## config.mk

```make
export PLATFORM = sky130hd
export DESIGN_NAME = pwm_fader
export DESIGN_NICKNAME = d
export VERILOG_FILES = /design/src/rtl/pwm_fader_pkg.sv /design/src/rtl/pwm_fader_pwm.sv /design/src/rtl/pwm_fader.sv
export SDC_FILE = /design/constraint.sdc
export NUM_CORES = 1
export LEC_CHECK = 0
export CAP_MARGIN = 0
export CORE_MARGIN = 1.5
export CORE_UTILIZATION = 45
export DETAILED_ROUTE_END_ITERATION = 8
export PLACE_DENSITY = 0.69
export SKIP_CTS_REPAIR_TIMING = 1
export SYNTH_ARGS = -nofsm -noshare
export SYNTH_HDL_FRONTEND = slang
export SYNTH_SLANG_ARGS = --single-unit
```

## constraint.sdc

```tcl
create_clock -name i_clk -period 4.3 [get_ports i_clk]
set_input_delay 0.645 -clock i_clk [delete_from_list [all_inputs] [get_ports i_clk]]
set_output_delay 0.645 -clock i_clk [all_outputs]
set_load 0.005 [all_outputs]
```

## src/rtl/pwm_fader_pkg.sv

```systemverilog
// Shared types and helpers for the pwm_fader duty sequencer.
// Holds the FSM encoding, the clamped duty step, and the gamma curve used with PWM_FADER_GAMMA_EN.
package pwm_fader_pkg;

    typedef enum logic {
        IDLE = 1'b0,
        RAMP = 1'b1
    } fader_state_e;

    // Moves cur toward tgt by at most step. The difference is one bit wider than the operands,
    // and the move is clamped to that difference, so the result never overshoots or wraps.
    // Operands are zero-extended to 32 bits, so the fader WIDTH must be 32 or less.
    function automatic logic [31:0] next_duty(input logic [31:0] cur,
                                              input logic [31:0] tgt,
                                              input logic [31:0] step);
        logic [32:0] diff;
        logic [31:0] mag;
        if (tgt > cur) begin
            diff = {1'b0, tgt} - {1'b0, cur};
            mag  = (diff > {1'b0, step}) ? step : diff[31:0];
            return cur + mag;
        end else begin
            diff = {1'b0, cur} - {1'b0, tgt};
            mag  = (diff > {1'b0, step}) ? step : diff[31:0];
            return cur - mag;
        end
    endfunction

    // Quadratic perceptual curve (x*x) >> w. Full scale maps to full scale, so a
    // fully-on fade really ends fully on.
    function automatic logic [31:0] gamma(input logic [31:0] x, input int w);
        logic [63:0] sq;
        sq = {32'd0, x} * {32'd0, x};
        if (x == ((32'd1 << w) - 32'd1)) begin
            return x;
        end
        return 32'(sq >> w);
    endfunction

endpackage

```

## src/rtl/pwm_fader_pwm.sv

```systemverilog
// The pwm block: a free-running WIDTH-bit accumulator with a registered output.
// ARCH==1 is a first-order delta-sigma modulator. Any other value gives a counter/comparator.
module pwm #(
    parameter int WIDTH = 8,
    parameter int ARCH  = 0
) (
    input  logic             i_clk,
    input  logic             i_rst,
    input  logic             i_cg,
    input  logic [WIDTH-1:0] i_x,
    output logic             o_y,
    output logic [WIDTH-1:0] o_acc
);

    logic [WIDTH:0] ds_sum;

    assign ds_sum = {1'b0, o_acc} + {1'b0, i_x};

    always_ff @(posedge i_clk) begin
        if (i_rst) begin
            o_acc <= '0;
            o_y   <= 1'b0;
        end else if (i_cg) begin
            if (ARCH == 1) begin
                o_acc <= ds_sum[WIDTH-1:0];
                o_y   <= ds_sum[WIDTH];
            end else begin
                // Comparator: during the cycle in which acc==k, y is loaded with (k < x).
                // Over one period, y is therefore high for exactly x cycles.
                o_acc <= o_acc + WIDTH'(1);
                o_y   <= (o_acc < i_x);
            end
        end
    end

endmodule

```

## src/rtl/pwm_fader.sv

```systemverilog
// Duty-cycle sequencer that ramps one pwm instance toward a requested duty, one period boundary at a time.
// Optional macro PWM_FADER_GAMMA_EN feeds gamma(o_x) to the pwm instead of the linear duty.
module pwm_fader
    import pwm_fader_pkg::*;
#(
    parameter int WIDTH  = 8,
    parameter int ARCH   = 0,
    parameter int STEP   = 1,
    parameter int RATE_W = 4
) (
    input  logic              i_clk,
    input  logic              i_rst,
    input  logic              i_cg,
    input  logic              i_valid,
    output logic              o_ready,
    input  logic [WIDTH-1:0]  i_target,
    input  logic [RATE_W-1:0] i_rate,
    output logic              o_busy,
    output logic              o_done,
    output logic [WIDTH-1:0]  o_x,
    output logic              o_y
);

    fader_state_e      state, state_n;
    logic [WIDTH-1:0]  x_q, x_n, x_step;
    logic [WIDTH-1:0]  tgt_q, tgt_n;
    logic [RATE_W-1:0] rate_q, rate_n;
    logic [RATE_W-1:0] presc_q, presc_n;
    logic              done_q, done_n;
    logic              tick;
    logic              accept;
    logic [WIDTH-1:0]  acc;
    logic [WIDTH-1:0]  duty;

    // Handshake: a request transfers on a rising edge where i_valid, o_ready and i_cg are all high.
    // o_ready depends only on state (high in IDLE). A requester may drop i_valid at any time
    // without effect, and requests presented during RAMP are never taken.
    assign o_ready = (state == IDLE);
    assign o_busy  = (state == RAMP);
    assign o_done  = done_q;
    assign o_x     = x_q;
    assign accept  = i_valid & o_ready & i_cg;

    assign x_step = WIDTH'(next_duty(32'(x_q), 32'(tgt_q), 32'(STEP)));

    generate
        if (ARCH == 1) begin : g_ds_tick
            // The delta-sigma accumulator has no fixed wrap point, so a shadow counter marks the period cadence.
            logic [WIDTH-1:0] period_cnt;
            always_ff @(posedge i_clk) begin
                if (i_rst) begin
                    period_cnt <= '0;
                end else if (i_cg) begin
                    period_cnt <= period_cnt + WIDTH'(1);
                end
            end
            assign tick = (&period_cnt) & i_cg;
        end else begin : g_cmp_tick
            assign tick = (&acc) & i_cg;
        end
    endgenerate

    always_comb begin
        state_n = state;
        x_n     = x_q;
        tgt_n   = tgt_q;
        rate_n  = rate_q;
        presc_n = presc_q;
        done_n  = 1'b0;
        case (state)
            IDLE: begin
                if (accept) begin
                    if (i_target == x_q) begin
                        done_n = 1'b1;
                    end else begin
                        tgt_n   = i_target;
                        rate_n  = i_rate;
                        presc_n = '0;
                        state_n = RAMP;
                    end
                end
            end
            RAMP: begin
                // o_x only moves on the last cycle of a period, so the pwm picks it up at acc==0.
                if (tick) begin
                    if (presc_q == rate_q) begin
                        x_n     = x_step;
                        presc_n = '0;
                        if (x_step == tgt_q) begin
                            state_n = IDLE;
                            done_n  = 1'b1;
                        end
                    end else begin
                        presc_n = presc_q + RATE_W'(1);
                    end
                end
            end
            default: state_n = IDLE;
        endcase
    end

    always_ff @(posedge i_clk) begin
        if (i_rst) begin
            state   <= IDLE;
            x_q     <= '0;
            tgt_q   <= '0;
            rate_q  <= '0;
            presc_q <= '0;
            done_q  <= 1'b0;
        end else if (i_cg) begin
            state   <= state_n;
            x_q     <= x_n;
            tgt_q   <= tgt_n;
            rate_q  <= rate_n;
            presc_q <= presc_n;
            done_q  <= done_n;
        end
    end

`ifdef PWM_FADER_GAMMA_EN
    // The curve is registered from the incoming duty on the tick cycle. It therefore reaches
    // the pwm at the same period start as the linear o_x update.
    logic [WIDTH-1:0] gamma_q;
    always_ff @(posedge i_clk) begin
        if (i_rst) begin
            gamma_q <= '0;
        end else if (tick) begin
            gamma_q <= WIDTH'(gamma(32'(x_n), WIDTH));
        end
    end
    assign duty = gamma_q;
`else
    assign duty = x_q;
`endif

    pwm #(
        .WIDTH(WIDTH),
        .ARCH (ARCH)
    ) u_pwm (
        .i_clk(i_clk),
        .i_rst(i_rst),
        .i_cg (i_cg),
        .i_x  (duty),
        .o_y  (o_y),
        .o_acc(acc)
    );

endmodule

```

Yosys cells after proc, flatten, opt, wreduce, memory -nomap -nowiden. Cells that the tools add are included.

Register bits after elaboration: 35. Bits of input ports: 16.

Add/subtract/negate cells: 6. Order comparisons: 4. Equal/unequal tests: 6. Mux-type cells: 20. Bitwise logic cells: 5. Reductions and logical operators: 4.

Operators by type and width (number): $gt 33x1->1 const B (2); $mux 8 (3); $sub 8x8->9 (2); $eq 8x8->1 (2); $mux 4 (4); $reduce_and 4->1 (3); $mux 1 (10); $add 8x1->8 const B (1); $add 8x8->8 (1); $gt 8x8->1 (1); $lt 8x8->1 (1); $pmux 4 s2 (1); $reduce_and 8->1 (1); $sub 8x8->8 (1); $add 4x1->4 const B (1); $eq 4x4->1 (1); $ne 2x1->1 const B (2); $pmux 1 s2 (2); $and 1x1->1 (3); $ne 2x2->1 const B (1); $not 1->1 (2).

Longest topological paths before layout. Gate-level depths: netlist (run 1).

Depth in word-level cells: 10. Depth in mapped cells: 21.

Cells and area by module. From an unflattened synthesis (run 1), not the netlist that was laid out.

Cells, all modules: 375. Area, all modules: 3158.0 sq um.

Modules (own cells, without submodules): pwm_fader (times used 1, cells an instance 312, area an instance 2607.5 sq um, sequential area each 520.5 sq um); pwm (times used 1, cells an instance 63, area an instance 550.5 sq um, sequential area each 180.2 sq um).

Worst setup path after synthesis (run 1). Ideal clock, no wire load.

Path kind: reg2reg. From: register x_q[1] (netlist: o_x[1]). To: register done_q (netlist: o_done). Setup time: 0.129 ns. Data arrival time: 4.154 ns. Required time: 4.171 ns. Path slack: 0.017 ns. Stages on the path, launching flop included: 20. Buffers on the path: 0. Cell sequence: dfxtp_1 inv_1 ha_1 nand2b_1 a21oi_1 o32a_1 xor2_1 nor4_1 ha_1 and2_1 inv_1 ha_1 nand3b_1 a21boi_1 nor2_1 nor2_1 o41ai_1 xnor3_1 a31oi_1 nor3_1.

Cells in the longest elaborated chain, start to end: 10. Elaborated cells between the ends (all ways): 18.

RTL lines: from (decl) (line pwm_fader.sv:25) `logic [WIDTH-1:0] x_q, x_n, x_step;`; from (signal assigned) (line pwm_fader.sv:112) `x_q <= x_n;`; $sub 8x8->9 (on tied branches) (line pwm_fader_pkg.sv:23, pwm_fader_pkg.sv:19); $gt 33x1->1 (on tied branches) (line pwm_fader_pkg.sv:24, pwm_fader_pkg.sv:20); $mux 8 (on tied branches) (line pwm_fader_pkg.sv:24, pwm_fader_pkg.sv:20); $sub 8x8->8 or $add 8x8->8 (tied branches) (line pwm_fader_pkg.sv:25, pwm_fader_pkg.sv:21); $mux 8 (line pwm_fader_pkg.sv:18) `if (tgt > cur) begin`; $eq 8x8->1 (line pwm_fader.sv:89) `if (x_step == tgt_q) begin`; $mux 1 (line pwm_fader.sv:89); $mux 1 (line pwm_fader.sv:86) `if (presc_q == rate_q) begin`; $mux 1 (line pwm_fader.sv:85) `if (tick) begin`; $pmux 1 s2 * (line pwm_fader.sv:70) `case (state)`; to (signal assigned) (line pwm_fader.sv:116) `done_q <= done_n;`; to (decl) (line pwm_fader.sv:29) `logic done_q, done_n;`.

Mark *: on every way between the ends. The rest lies on a longest branch, timed or not. A chain may end at the register's enable or synchronous reset.

Final worst setup path (run 1).
From: register tgt_q[0]. To: register state (netlist: o_busy).

Cells in the longest elaborated chain, start to end: 10. Elaborated cells between the ends (all ways): 15.

RTL lines: from (decl) (line pwm_fader.sv:26) `logic [WIDTH-1:0] tgt_q, tgt_n;`; from (signal assigned) (line pwm_fader.sv:113) `tgt_q <= tgt_n;`; $sub 8x8->9 (on tied branches) (line pwm_fader_pkg.sv:23, pwm_fader_pkg.sv:19); $gt 33x1->1 (on tied branches) (line pwm_fader_pkg.sv:24, pwm_fader_pkg.sv:20); $mux 8 (on tied branches) (line pwm_fader_pkg.sv:24, pwm_fader_pkg.sv:20); $sub 8x8->8 or $add 8x8->8 (tied branches) (line pwm_fader_pkg.sv:25, pwm_fader_pkg.sv:21); $mux 8 (line pwm_fader_pkg.sv:18); $eq 8x8->1 * (line pwm_fader.sv:89); $mux 1 * (line pwm_fader.sv:89); $mux 1 * (line pwm_fader.sv:86); $mux 1 * (line pwm_fader.sv:85); $pmux 1 s2 * (line pwm_fader.sv:70); to (signal assigned) (line pwm_fader.sv:111) `state <= state_n;`; to (decl) (line pwm_fader.sv:24) `fader_state_e state, state_n;`.

Marks and branches as above.

==> flow_summary.yaml, run 1 <==
run_status:
  status: "finished, violations left"
  violations: "DRC"
sta:
  fin_crit_sh: 0.954
  rsz0062_at_grt: "true"
  tightest_slew_ns: 0.544
  maxSlewViolCount: 0
  tns_ns: 0
  setup_viol: 0
  max_clock_freq_ghz: 0.244
  hold_viol: 0
  maxSlewHeadroom: 0.637
  min_period_ns: 4.10
  holdWs_ns: 0.484
  finClkSkew_ns: 0.00569
synthesis:
  ys_ff_latch: 35
  synth.largest_area_cell: "dfxtp_1"
  synth_mux_area_frac: 0.0493
  synth_xor_area_frac: 0.117
  yosysWarnings: 0
  avgSynthCellArea_sq_um: 7.92
  synthFlopType: "dfxtp_1"
  synth_area_sq_um: 3050
  seq_area_frac_synth: 0.230
  synth_top_family_by_area: "simple AND/OR/NAND/NOR gates"
  ys_types: 49
  synthArstFlopShare: 0
  syn_inst: 385
  synthSimpleGateAreaFrac: 0.221
  synth-compound-area-share: 0.167
  synth.net_count: 437
  synth_edf_count: 0
  synth.top_cell.area_share: 0.230
  synth-adder-area-share: 0.155
  synthTopCellsByArea: "dfxtp_1, ha_1, nor2_1"
route:
  ant_nets: 0
  first_pass_iters: 7
  finalWirelength_um: 8330
  vias: 2935
  wl_per_cell_um: 16.0
  via_per_inst: 5.62
  drt_iter0_drc: 163
  drc: 1
cells_and_area:
  layout.core_utilization: 0.617
  seq_area_sq_um: 711
  fillCellCount: 576
  fin_area_sq_um: 3980
  drive_gt1_frac: 0.211
  area_growth_pct: 30.7
  nets: 496
  multi_input_area_sq_um: 2350
  antennaDiodeCount: 0
place:
  place_congestion: 0.958
  postPlaceCellArea_sq_um: 3670
  io_buffers: 27
  post-dp-hpwl_um: 6080
hold_path:
  hp-start: "u_pwm.o_y$_SDFFE_PP0P_"
  min_to: "u_pwm.o_y$_SDFFE_PP0P_"
  hold_depth: 2
  hp-class: "reg2reg"
critical_path:
  worst-setup-path-type: "reg2reg"
  cp.arrival_ns: 4.33
  crit_chain: "inv_2, ha_4, fa_2, o2111ai_2, nor4_2, o211ai_1, nor4_2, ha_1, nand2b_1, ha_1, a21oi_1, a21boi_1, nor2_1, nor2_2, o41ai_2, buf_4, xnor3_1, and3b_1, nor3_2"
  r2r_cells: 19
  worstPathRequired_ns: 4.53
  crit_slowest_cell: "fa_2"
  slowest_delay_ns: 0.53
  reg2reg_to: "o_busy$_SDFFE_PP0P_"
  reg2reg_from: "tgt_q[0]$_SDFFE_PP0P_"
  start_kind: "flip-flop"
  cp-end-kind: "flip-flop"
  r2r_slack_ns: 0.20
  path_max_fanout: 4
cts:
  h-tree-depth: 2
  cts_max_path_buffers: 2
  clk_latency_ns: 0.29
  cts-root-buf: "clkbuf_8"
  clkSinkCount: 35
  clk_pin_slew_ns: 0.08
  cts_tree: "built"
  numCtsBuffers: 5
floorplan:
  coreArea_sq_um: 6460
  die_y_um: 85.3
  num_rows: 29
  dieArea_sq_um: 7280
  start_util: 0.472
  pin_count: 28
  die_width_um: 85.3
power_and_ir_drop:
  p_total_w: 0.00107
  peakVddDrop_mv: 0.166
  p_leak_nw: 1.61
  p_per_area_nw_per_um2: 268
grt:
  overflow: 0
  grt_max_degree: 36
  grt_usage: 0.224
  grt_pass1_wl_um: 13000
  grt_pass1_vias: 2756
  antenna_found_initial: 0
flow_run:
  maxCapViolCount: 0
## how the worst max path moves through the flow
stage	cells past startpoint	slack, ns	end	start
after floorplan	19	0.02	o_done$_SDFFE_PP0P_	o_x[1]$_SDFFE_PP0P_
after global placement	18	-0.03	o_busy$_SDFFE_PP0P_	tgt_q[0]$_SDFFE_PP0P_
after detailed placement	18	-0.14	o_done$_SDFFE_PP0P_	tgt_q[0]$_SDFFE_PP0P_
after CTS	18	-0.19	o_busy$_SDFFE_PP0P_	tgt_q[0]$_SDFFE_PP0P_
after global routing	22	-0.11	o_done$_SDFFE_PP0P_	o_x[0]$_SDFFE_PP0P_
final	19	0.20	o_busy$_SDFFE_PP0P_	tgt_q[0]$_SDFFE_PP0P_
## worst max-delay path, delay by kind of cell (launching register included)
family | cells | cell delay, ns
buf+inv | 2 | 0.22
fa+ha+maj | 4 | 1.20
xor+xnor | 1 | 0.31
flops | 1 | 0.34
simple gates | 7 | 1.08
compound gates | 5 | 0.87
## cell usage after synthesis, drive strengths merged (7+ instances only)
master / n
a21oi: 28
buf: 7
clkbuf: 13
dfxtp: 35
ha: 33
inv: 26
mux2i: 15
nand2: 17
nand2b: 12
nand4: 8
nor2: 50
nor3: 9
o21ai: 15
xnor2: 20
xor2: 18
## metal layers
metal / GRT usage / wire length [um] / vias up
li1: - / - / 1449
met1: 0.301 / 3780 / 1378
met2: 0.369 / 3950 / 90
met3: 0.0350 / 447 / 18
met4: 0.0718 / 160 / 0
met5: 0 / 0 / -
## power by group
part           internal [W]  leakage (nW)  switching, W  total [W]
Clock              0.000173        0.0581      0.000133   0.000306
Combinational      0.000205          1.27      0.000215   0.000420
Sequential         0.000333         0.287     0.0000107   0.000343
## state kept, by name, indices dropped and copies added, names as in the netlist
signal       count
rate_q           4
tgt_q            8
o_done           1
u_pwm.o_y        1
o_x              8
u_pwm.o_acc      8
o_busy           1
presc_q          4
## metrics by stage
stage	std cells	setup WS (ns)
3_3_place_gp	513	-0.0253
6_report	522	0.199
2_1_floorplan	385	0.0175
4_1_cts	521	-0.190
5_1_grt	522	-0.112
3_5_place_dp	513	-0.142
## logic make-up after synthesis
| family | Yosys count |
|---|---|
| simple gates | 134 |
| compound gates | 79 |
| buf+inv | 46 |
| xor+xnor | 39 |
| fa+ha+maj | 36 |
| flops | 35 |
| mux | 15 |
| other cells | 1 |
## cell usage in the layout (no fill, tap or decap), types with 6 or more instances in the layout
master | Yosys | final
ha_4 | 0 | 7
inv_1 | 26 | 23
clkdlybuf4s50_1 | 0 | 27
xnor2_1 | 20 | 19
dfxtp_1 | 35 | 29
nand2_1 | 17 | 17
o21ai_0 | 15 | 14
a21o_1 | 6 | 6
a21oi_1 | 28 | 26
ha_1 | 33 | 23
mux2i_1 | 15 | 15
or3_1 | 6 | 6
nand3_1 | 6 | 6
buf_4 | 1 | 44
nor2b_1 | 6 | 6
xor2_1 | 18 | 18
nor2_1 | 50 | 49
nor3_1 | 8 | 8
nand4_1 | 8 | 8
nand2b_1 | 12 | 12
## cell type report
cell class,instances,share of cell area
Sequential cell,35,0.178
Tap cell,77,0.0242
Clock inverter,3,0.0110
Clock buffer,5,0.0173
Inverter,26,0.0251
Multi-Input combinational cell,304,0.590
Timing Repair Buffer,72,0.154
Note: power is estimated with default switching activity, not from simulation.
==> inputs of run 2 (changes only) <==
--- a/config.mk
+++ b/config.mk
@@ -9,7 +9,7 @@
 export CORE_MARGIN = 1.5
 export CORE_UTILIZATION = 45
 export DETAILED_ROUTE_END_ITERATION = 8
-export PLACE_DENSITY = 0.69
+export PLACE_DENSITY = 0.67
 export SKIP_CTS_REPAIR_TIMING = 1
 export SYNTH_ARGS = -nofsm -noshare
 export SYNTH_HDL_FRONTEND = slang
==> constraint.sdc (replaced) <==
create_clock -name i_clk -period 3.8 [get_ports i_clk]
set_input_delay 0.57 -clock i_clk [delete_from_list [all_inputs] [get_ports i_clk]]
set_output_delay 0.57 -clock i_clk [all_outputs]
set_load 0.05 [all_outputs]
==> run 2 against run 1 <==
The run ends with DRC, setup timing left. Clock-buffer cell count up 2. Clock skew up 0.0015 ns. Critical path type unchanged. Register-to-register slack worse by 0.65 ns. Highest routed layer unchanged. Critical endpoint is now o_x[7]$_SDFFE_PP0P_. Via count down 0.61%. Non-clock buffer count up 30. Worst hold slack worse by 0.0099 ns. Die area unchanged. Utilization up 3.8 points. Sequential share of layout area down 0.54 points. Global-route usage up 1.0 points.
==> flow_summary.yaml, run 2 (synthesized netlist as in run 1, its figures left out) <==
grt:
  grt_pass1_vias: 2793
  antenna_found_initial: 0
  grt_max_degree: 36
  overflow: 0
  grt_pass1_wl_um: 13500
  grt_usage: 0.234
cts:
  cts-root-buf: "clkbuf_8"
  clkSinkCount: 35
  clk_latency_ns: 0.30
  numCtsBuffers: 5
  cts_max_path_buffers: 2
  cts_tree: "built"
  clk_pin_slew_ns: 0.08
  h-tree-depth: 2
sta:
  min_period_ns: 4.25
  maxSlewHeadroom: 0.639
  finClkSkew_ns: 0.00719
  tightest_slew_ns: 0.541
  rsz0062_at_grt: "true"
  hold_viol: 0
  worst_slack_ns: -0.450
  setup_viol: 4
  max_clock_freq_ghz: 0.235
  maxSlewViolCount: 0
  fin_crit_sh: 1.12
place:
  postPlaceCellArea_sq_um: 4040
  io_buffers: 27
  place_congestion: 0.855
  dp.cells: 543
  post-dp-hpwl_um: 6420
floorplan:
  coreArea_sq_um: 6460
  start_util: 0.472
  dieArea_sq_um: 7280
  die_width_um: 85.3
  num_rows: 29
  pin_count: 28
  die_y_um: 85.3
cells_and_area:
  drive_gt1_frac: 0.280
  layout_common_cells: "buf_4, nor2_1, clkdlybuf4s50_1"
  area_growth_pct: 38.8
  nets: 526
  fin_area_sq_um: 4230
  mostFrequentLayoutCell: "buf_4"
  antennaDiodeCount: 0
  fin_cells: 552
run_status:
  status: "finished, violations left"
  violations: "DRC, setup timing"
power_and_ir_drop:
  seqPwrFrac: 0.304
  p_per_area_nw_per_um2: 296
  p_leak_nw: 1.77
  p_int_w: 0.000836
  power_switching_w: 0.000417
  p_sw_frac: 0.333
  clock_power_share: 0.266
  power_frac_comb: 0.430
  peakVddDrop_mv: 0.201
route:
  wl_per_cell_um: 15.1
  ant_nets: 0
  first_pass_iters: 6
  vias: 2917
  drc: 2
  drt_iter0_drc: 137
  finalWirelength_um: 8310
  via_per_inst: 5.28
hold_path:
  hp-class: "reg2reg"
critical_path:
  start_kind: "flip-flop"
  worstPathRequired_ns: 4.02
  path_max_fanout: 3
  cp.arrival_ns: 4.47
  r2r_slack_ns: -0.45
  cp-end-kind: "flip-flop"
  worst-setup-path-type: "reg2reg"
flow_run:
  maxCapViolCount: 0
==> run 2: cell types whose count changed in the layout (fill, tap and decap cells not counted), sizes merged <==
| cell | previous run | this run |
|---|---|---|
| clkbuf | 5 | 7 |
| clkinv | 2 | 1 |
| bufinv | 1 | 0 |
| buf | 45 | 75 |
==> run 2: worst max-delay path, cell delays in order, from the launching register on <==
cell and delay [ns]:
dfxtp_2 0.34, inv_2 0.04, ha_4 0.16, fa_1 0.57
o2111ai_2 0.12, nor4_2 0.22, o211ai_1 0.17, nor4_2 0.35
ha_1 0.29, and2_4 0.15, inv_2 0.07, ha_4 0.19
nand3b_1 0.12, a21boi_2 0.09, nor2_2 0.15, nor2_2 0.07
o41ai_2 0.36, buf_4 0.18, xor2_1 0.07, or3_1 0.34
a21oi_1 0.13
==> run 2: area by class of cell <==
cell class              count  area [sq um]
multi-input cells         304          2350
fillers                   567          2230
repair buffers            102           833
flip-flops and latches     35           732
clock buffers               7           108
inverters                  26           103
well taps                  77          96.3
clock inverters             1          5.00
==> run 2: final timing paths <==
path	to	cells after the start	startpoint
min	u_pwm.o_y$_SDFFE_PP0P_	2	u_pwm.o_y$_SDFFE_PP0P_
max	o_x[7]$_SDFFE_PP0P_	20	tgt_q[0]$_SDFFE_PP0P_
min reg2reg	u_pwm.o_y$_SDFFE_PP0P_	2	u_pwm.o_y$_SDFFE_PP0P_
max reg2reg	o_x[7]$_SDFFE_PP0P_	20	tgt_q[0]$_SDFFE_PP0P_
==> run 2: stage by stage <==
| step | setup slack (ns) | total power [W] | hold slack, ns | util | setup TNS (ns) |
|---|---|---|---|---|---|
| 2_1_floorplan | -0.143 | 0.000719 | 0.470 | - | -0.263 |
| 3_3_place_gp | -0.243 | 0.000897 | 0.460 | 0.625 | -0.708 |
| 3_5_place_dp | -0.373 | 0.000903 | 0.459 | 0.625 | -1.00 |
| 4_1_cts | -0.419 | 0.00124 | 0.472 | 0.643 | -1.16 |
| 5_1_grt | -0.706 | 0.00133 | 0.488 | 0.655 | -2.75 |
| 6_report | -0.450 | 0.00125 | 0.474 | 0.655 | -1.44 |
==> run 2: power by group through the flow <==
| stage | clock, W | sequential (W) | combinational [W] |
|---|---|---|---|
| floorplan | 0 | 0.000394 | 0.000325 |
| finish | 0.000333 | 0.000382 | 0.000539 |
| CTS | 0.000338 | 0.000381 | 0.000517 |
| global placement | 0 | 0.000390 | 0.000507 |
| detailed placement | 0 | 0.000390 | 0.000513 |
| global route | 0.000353 | 0.000383 | 0.000589 |
==> run 2: layer usage <==
metal / wire length [um] / part of all wire / global-route usage
met4: 95 / 0.011 / 0.0572
met3: 285 / 0.034 / 0.0379
met5: 0 / 0 / 0
met1: 4030 / 0.49 / 0.318
met2: 3900 / 0.47 / 0.390
==> inputs of run 3 (changes only) <==
--- a/config.mk
+++ b/config.mk
@@ -10,7 +10,6 @@
 export CORE_UTILIZATION = 45
 export DETAILED_ROUTE_END_ITERATION = 8
 export PLACE_DENSITY = 0.67
-export SKIP_CTS_REPAIR_TIMING = 1
 export SYNTH_ARGS = -nofsm -noshare
 export SYNTH_HDL_FRONTEND = slang
 export SYNTH_SLANG_ARGS = --single-unit
==> run 3 against run 2 <==
The run still ends with DRC, setup timing left. Critical path depth down 2. Die area unchanged. Final cell count up 0.36%. Register-to-register slack better by 0.12 ns. Design area up 0.74%. Global-route usage up 0.57 points. Wire length up 1.6%. Worst hold slack worse by 0.0021 ns. Sequential power about the same. Clock-buffer cell count unchanged. Combinational power up 2%. Utilization up 0.48 points. Largest power group unchanged.
==> flow_summary.yaml, run 3 (synthesized netlist as in run 1, its figures left out) <==
grt:
  grt_usage: 0.240
  overflow: 0
  grt_pass1_wl_um: 13800
  grt_max_degree: 36
  antenna_found_initial: 0
  grt_pass1_vias: 2865
floorplan:
  coreArea_sq_um: 6460
  dieArea_sq_um: 7280
  die_y_um: 85.3
  die_width_um: 85.3
  num_rows: 29
  pin_count: 28
  start_util: 0.472
critical_path:
  crit_slowest_cell: "fa_2"
  worst-setup-path-type: "reg2reg"
  slowest_delay_ns: 0.55
  critPathMostFrequentCell: "nand4_1"
  path_max_fanout: 2
  r2r_slack_ns: -0.33
  reg2reg_to: "o_busy$_SDFFE_PP0P_"
  r2r_cells: 18
  crit_chain: "inv_4, ha_4, or3_1, o32a_1, xor2_2, nor4_2, buf_4, nand2_2, o31a_1, ha_2, fa_2, xor2_1, nand4_1, nor4b_2, nand4_1, a211oi_2, and3b_1, nor3_2"
  cp_top_family: "simple AND/OR/NAND/NOR gates"
  cp-end-kind: "flip-flop"
  crit_buf_inv: 2
  cp.arrival_ns: 4.31
  worstPathRequired_ns: 3.98
  reg2reg_from: "o_x[6]$_SDFFE_PP0P_"
  start_kind: "flip-flop"
run_status:
  violations: "DRC, setup timing"
  status: "finished, violations left"
route:
  wl_per_cell_um: 15.2
  finalWirelength_um: 8450
  first_pass_iters: 6
  drc: 2
  ant_nets: 0
  vias: 2946
  via_per_inst: 5.32
  drt_iter0_drc: 130
sta:
  worst_slack_ns: -0.334
  rsz0062_at_grt: "true"
  maxSlewHeadroom: 0.632
  tightest_slew_ns: 0.552
  max_clock_freq_ghz: 0.242
  finClkSkew_ns: 0.00677
  fin_crit_sh: 1.09
  setup_viol: 4
  min_period_ns: 4.13
  tns_ns: -0.987
  hold_viol: 0
  maxSlewViolCount: 0
cells_and_area:
  fillCellCount: 563
  layout_common_cells: "buf_4, nor2_1, clkdlybuf4s50_1"
  antennaDiodeCount: 0
  area_growth_pct: 39.8
  drive_gt1_frac: 0.294
  nets: 528
  mostFrequentLayoutCell: "buf_4"
place:
  place_congestion: 0.855
  post-dp-hpwl_um: 6420
  io_buffers: 27
cts:
  cts_max_path_buffers: 2
  clkSinkCount: 35
  h-tree-depth: 2
  hold_buffers: 0
  numCtsBuffers: 5
  clk_latency_ns: 0.30
  cts-root-buf: "clkbuf_8"
  cts_tree: "built"
  clk_pin_slew_ns: 0.08
hold_path:
  hp-class: "reg2reg"
  min_to: "u_pwm.o_y$_SDFFE_PP0P_"
  hold_depth: 2
  hp-start: "u_pwm.o_y$_SDFFE_PP0P_"
power_and_ir_drop:
  p_per_area_nw_per_um2: 297
  p_leak_nw: 1.78
  peakVddDrop_mv: 0.201
  p_total_w: 0.00127
flow_run:
  maxCapViolCount: 0
## run 3: cell count changes in the layout (fill, tap and decap cells not counted), sizes merged
cell	change
buf	+2
## run 3: worst max-delay path by stage
stage	from	endpoint	slack (ns)	depth (start not counted)
floorplan	o_x[6]$_SDFFE_PP0P_	o_busy$_SDFFE_PP0P_	-0.14	18
global placement	tgt_q[0]$_SDFFE_PP0P_	o_busy$_SDFFE_PP0P_	-0.24	21
detailed placement	tgt_q[0]$_SDFFE_PP0P_	o_done$_SDFFE_PP0P_	-0.37	20
CTS	tgt_q[0]$_SDFFE_PP0P_	o_busy$_SDFFE_PP0P_	-0.34	19
global route	tgt_q[0]$_SDFFE_PP0P_	o_done$_SDFFE_PP0P_	-0.57	19
finish	o_x[6]$_SDFFE_PP0P_	o_busy$_SDFFE_PP0P_	-0.33	18
## run 3: tightest hold or removal path: stages (launching register included)
cell and delay, ns:
dfxtp_1 0.31, nand2b_1 0.06, a21oi_1 0.06
## run 3: repair_timing
item / 4_1_cts / 5_1_grt
endpoints found under the hold margin: 0 / 0
setup buffers: 3 / 1
pin swaps: 17 / 11
endpoints found under the setup margin: 4 / 6
gates resized for setup: 10 / 12
cloned: 0 / 0
## run 3: layout make-up
type                    count  area, sq um  share of cell area
inverters                  26          105              0.0247
clock inverters             1         5.00             0.00117
well taps                  77         96.3              0.0226
flip-flops and latches     35          732               0.172
clock buffers               7          108              0.0252
multi-input cells         304         2370               0.555
repair buffers            104          848               0.199
## run 3: stage by stage
step | hold WS (ns) | worst slack, ns | util | std cells | instance area [sq um]
final | 0.472 | -0.334 | 0.660 | 554 | 4260
after global routing | 0.488 | -0.571 | 0.660 | 554 | 4260
after CTS | 0.472 | -0.342 | 0.652 | 554 | 4210
after detailed placement | 0.459 | -0.373 | 0.625 | 543 | 4040
after global placement | 0.460 | -0.243 | 0.625 | 543 | 4040
after floorplan | 0.470 | -0.143 | - | 385 | 3200
## run 3: per-layer routing
metal / share of wire / GRT usage / wire length, um / vias to the layer above
li1: - / - / - / 1510
met1: 0.49 / 0.322 / 4120 / 1384
met2: 0.47 / 0.400 / 3970 / 39
met3: 0.027 / 0.0399 / 229 / 13
met4: 0.015 / 0.0660 / 127 / 0
met5: 0 / 0 / 0 / -
## run 3: where the power goes
part / total [W] / internal (W) / leakage, nW / switching (W)
sequential: 0.000382 / 0.000371 / 0.291 / 0.0000103
combinational: 0.000551 / 0.000283 / 1.43 / 0.000268
clock: 0.000334 / 0.000186 / 0.0594 / 0.000148
total: 0.00127 / 0.000840 / 1.78 / 0.000426
